[src/rtl/eight_queen_checker_onehot.sv]
// Purpose: 8-bit one-hot detector and 8->3 index encoder.
// Latency: combinational.
// Backpressure: none.
// Ports: bus (row byte in), is_onehot (exactly one bit set), idx (set-bit
// index; highest set bit when not one-hot, 0 when bus is zero).
module onehot_encode8 (
  input  logic [7:0] bus,
  output logic       is_onehot,
  output logic [2:0] idx
);

  always_comb begin
    idx = 3'd0;
    for (int i = 0; i < 8; i++) begin
      if (bus[i]) idx = i[2:0];
    end
    // Clearing the lowest set bit leaves zero only for a single set bit.
    is_onehot = (bus != 8'd0) && ((bus & (bus - 8'd1)) == 8'd0);
  end

endmodule

[config.mk]
export PLATFORM = sky130hd
export DESIGN_NAME = onehot_encode8
export DESIGN_NICKNAME = d
export VERILOG_FILES = /design/src/rtl/eight_queen_checker_onehot.sv
export SDC_FILE = /design/constraint.sdc
export NUM_CORES = 1
export LEC_CHECK = 0
export BUFFER_PORTS_ARGS = -buffer_cell sky130_fd_sc_hd__buf_2
export CORE_AREA = 2 2 39 41
export DETAILED_ROUTE_END_ITERATION = 10
export DIE_AREA = 0 0 41 43
export SYNTH_ARGS = -nofsm -noshare
export SYNTH_HDL_FRONTEND = slang
export SYNTH_SLANG_ARGS = --single-unit
[constraint.sdc]
create_clock -name vclk -period 2.1
set_clock_uncertainty 0.2 [all_clocks]
set_input_delay 0.315 -clock vclk [all_inputs]
set_output_delay 0.315 -clock vclk [all_outputs]
set_load 0.01 [all_outputs]
; ---- Word-level counts from Yosys, hierarchy flattened
; Cells that the tools add are included.
[word_totals]
register_bits = 0
output_inout_bits = 4
[op_classes]
addsub = 1
n_mux = 7
bitwise_logic = 1
reduce_logical = 3
[ops]
columns = cell, n
row1 = two-way mux 3 bit, 6
row2 = AND 8 bit, 1
row3 = zero test 8 bit, 1
row4 = nonzero test 8 bit, 1
row5 = subtractor 8 x 1 -> 8 bit (second input constant), 1
row6 = logical AND 1 bit, 1
row7 = two-way mux 1 bit, 1

; ---- Longest topological paths before layout
[depth]
depth_word = 7
depth_mapped = 4
depth_no_buf = 4

; ---- Worst setup path before layout
; No wires, ideal clock.
[synth_timing]
path_type = in2out
from = input port bus[1]
to = output port is_onehot
t_arrival_ns = 1.170
t_required_ns = 1.585
path_slack_ns = 0.415
stages = 4
path_buffers = 0
cell_sequence = nor4_4 > xor2_1 > o41ai_1 > o22a_1
[synth_via]
elab_chain_cells = 4
elab_cells_between_ends = 5
cone_classes = 1 x add/sub / 1 x bitwise / 3 x reduce/logical
[synth_rtl]
columns = element, line_no
row1 = from (decl), 7  ; input logic [7:0] bus,
row2 = subtractor 8 x 1 -> 8 bit, 18  ; is_onehot = (bus != 8'd0) && ((bus & (bus - 8'd1)) == 8'd0);
row3 = AND 8 bit, 18
row4 = zero test 8 bit, 18
row5 = logical AND 1 bit *, 18
row6 = to (decl), 8  ; output logic is_onehot,
; Mark *: on every way between the ends. The rest lies on a longest branch, timed or not.

; ---- Worst setup path in the final report
; Ends and elaborated chain as after synthesis.

==> key figures <==
Timing
  • Tcrit/Tclk final: 92.4%
  • Setup repair after global routing missed its margin: false
  • Final worst setup slack: 0.160 ns
  • Worst-margin pin slew: 0.289 ns
  • Min Clock Period, post-route: approximately 1.9 ns
  • Sum Neg Setup Slack: 0 ns
  • Worst relative slew slack: about four fifths
  • FMAX: 0.515 GHz
  • Number of max-slew violations in the final report: 0
  • Final number of setup-violating endpoints: 0
  • Count of final hold-check violations: 0

Die
  • Placeable core region: about 0.0014 mm^2
  • Height of the die: 43 um
  • Num ports: 12
  • Starting Density: 11.3%
  • Width of the chip: around 40 um
  • Number of standard-cell rows in the floorplan: 14
  • Die Area: roughly 0.0018 mm^2

Setup path
  • Worst EP arrival: about 1.4 ns
  • Endpoint required time on the critical path: 1.58 ns
  • Max FO, Critical Path: 3
  • Kind of critical path: input port to primary output
  • Startpoint class of the critical path: input port
  • Critical Path Sink Type: primary output

Finish
  • Design area: 236 um^2
  • Filler-free cell count of the finished design: 51
  • Layout cell share with drive strength beyond 1: between 40% and 50%
  • Synthesis-to-finish area growth: 51.2%
  • Nets@finish: 45
  • Ant. Diodes: 0
  • Area taken by multi-input logic gates: around 150 um^2
  • Number of sequential storage elements: 0
  • Clock buffer cells: 0
  • Count of filler cells inserted in the layout: roughly 160
  • Final core utilization: approximately 17%
  • Register Area: 0 um^2

Status
  • Status: finished clean

Min path
  • Hold-critical path endpoint: idx[0]
  • Hold path start: bus[6]
  • Worst Hold Class: input port to primary output
  • Number of cells on the worst hold path: 3

GRT
  • GRT Util Overall: roughly 4.7%
  • Maximum number of pins on one net before global-route repair: 7
  • Global-route wire length before repair: 627 um
  • Number of antenna violations at the first check in global routing: 0
  • Via count of the first global-routing pass: roughly 160
  • Aggregate global routing overflow: 0

Synth
  • Synthesized cell area: between 150 and 200 um^2
  • Cell count after synthesis: 23
  • Synthesized Nets: 31
  • Unique cell type count in the Yosys netlist: 16
  • Seq/Total Area, Yosys: 0%
  • Synthesis Warnings: 0
  • Average cell area after synthesis: 6.80 um^2

Routing
  • Iter 0 DRT Violations: 7
  • Average wire per cell in the routed design: roughly 8.5 um
  • 1st-pass router iterations: 4
  • DRC Markers: 0
  • Count of vias placed by the detailed router: roughly 220
  • Number of nets still failing antenna checks after routing: 0
  • Per-cell via count in the routed design: roughly 4.2
  • Total length of routed wires: between 400 and 500 um

Placement
  • Cell Count Post-Placement: a little over 50
  • Global placer's final weighted congestion: approximately 0.7
  • Post-placement worst setup slack: around 0.14 ns
  • HPWL Detailed: about 370 um
  • Placed cell areas: 236 um^2
  • IO Port Bufs: 12

Clock tree
  • Setup fix buffers added after clock tree synthesis: 0
  • Number of instances resized during post-cts repair: 0
  • Hold Buf Count CTS: 0

Power and ir drop
  • Max IR drop VDD: 0.0419 mV
  • Power density over the cells: between 150 and 200 mW/mm^2
  • Leakage power total: around 0.10 nW

Flow run
  • Number of violations of the max-capacitance limit: 0
==> metrics by stage <==
step                      total power (W)  hold slack (ns)
after floorplan                 0.0000155            0.523
after global placement          0.0000359            0.783
after detailed placement        0.0000363            0.784
after CTS                       0.0000365            0.788
after global routing            0.0000398            0.803
final                           0.0000363            0.778
==> worst max-delay path, stage by stage <==
cell	delay [ns]
buf_2	0.12
nor4_4	0.34
xor2_1	0.11
o41ai_1	0.26
o22a_1	0.16
buf_2	0.12
==> layout by cell type, fill, tap and decap left out <==
| master | count |
|---|---|
| nand2_1 | 2 |
| nor4_4 | 1 |
| nand4b_1 | 1 |
| nor2_1 | 5 |
| a2111oi_2 | 1 |
| maj3_1 | 1 |
| nor3_1 | 1 |
| inv_1 | 1 |
| o41ai_1 | 1 |
| inv_2 | 1 |
| buf_2 | 12 |
| o21bai_1 | 1 |
| xor2_1 | 1 |
| o21ai_0 | 1 |
| a21oi_1 | 1 |
| nand2b_1 | 3 |
| o22a_1 | 1 |
==> final cells by class <==
type,instances,share of cell area [%]
inverters,2,3.17
repair buffers,12,25.4
multi-input cells,21,63.0
well taps,16,8.47
==> worst max path at each step <==
stage / startpoint / end / slack, ns
finish: bus[1] / is_onehot / 0.16
global route: bus[1] / is_onehot / 0.05
CTS: bus[1] / is_onehot / 0.14
detailed placement: bus[1] / is_onehot / 0.14
global placement: bus[1] / is_onehot / 0.14
floorplan: bus[1] / is_onehot / 0.42
==> power by group <==
part	switching, W	leakage (nW)	total [W]	internal [W]
logic	0.0000207	0.101	0.0000363	0.0000156
registers	0	0	0	0
clock network	0	0	0	0
==> logic make-up (layout without fill, tap and decap cells) <==
group | after synthesis | in the layout | share of synthesized area, %
AOI/OAI and AO/OA | 6 | 6 | 32.0
xor gates and xnor gates | 1 | 1 | 5.60
adders and majority gates | 1 | 1 | 6.40
buffers and inverters | 2 | 14 | 4.80
and+or+nand+nor | 13 | 13 | 51.2
==> routing by layer <==
layer | up-vias | GRT usage [%] | wire length, um | share of wire [%]
met5 | - | 0 | 0 | 0
met2 | 9 | 6.25 | 154 | 36
met4 | 0 | 0 | 0 | 0
met3 | 0 | 1.05 | 66 | 15
li1 | 113 | - | - | -
met1 | 93 | 7.91 | 210 | 49
==> cell usage after synthesis <==
master | number | area share (%)
nor2_1 | 5 | 12
nand2b_1 | 3 | 12
nand2_1 | 2 | 4.8
a2111oi_2 | 1 | 9.6
a21oi_1 | 1 | 3.2
inv_1 | 1 | 2.4
inv_2 | 1 | 2.4
maj3_1 | 1 | 6.4
nand4b_1 | 1 | 5.6
nor3_1 | 1 | 3.2
nor4_4 | 1 | 14
o21ai_0 | 1 | 3.2
o21bai_1 | 1 | 4.8
o22a_1 | 1 | 5.6
o41ai_1 | 1 | 5.6
xor2_1 | 1 | 5.6
Power figures use the tool's default switching activity.
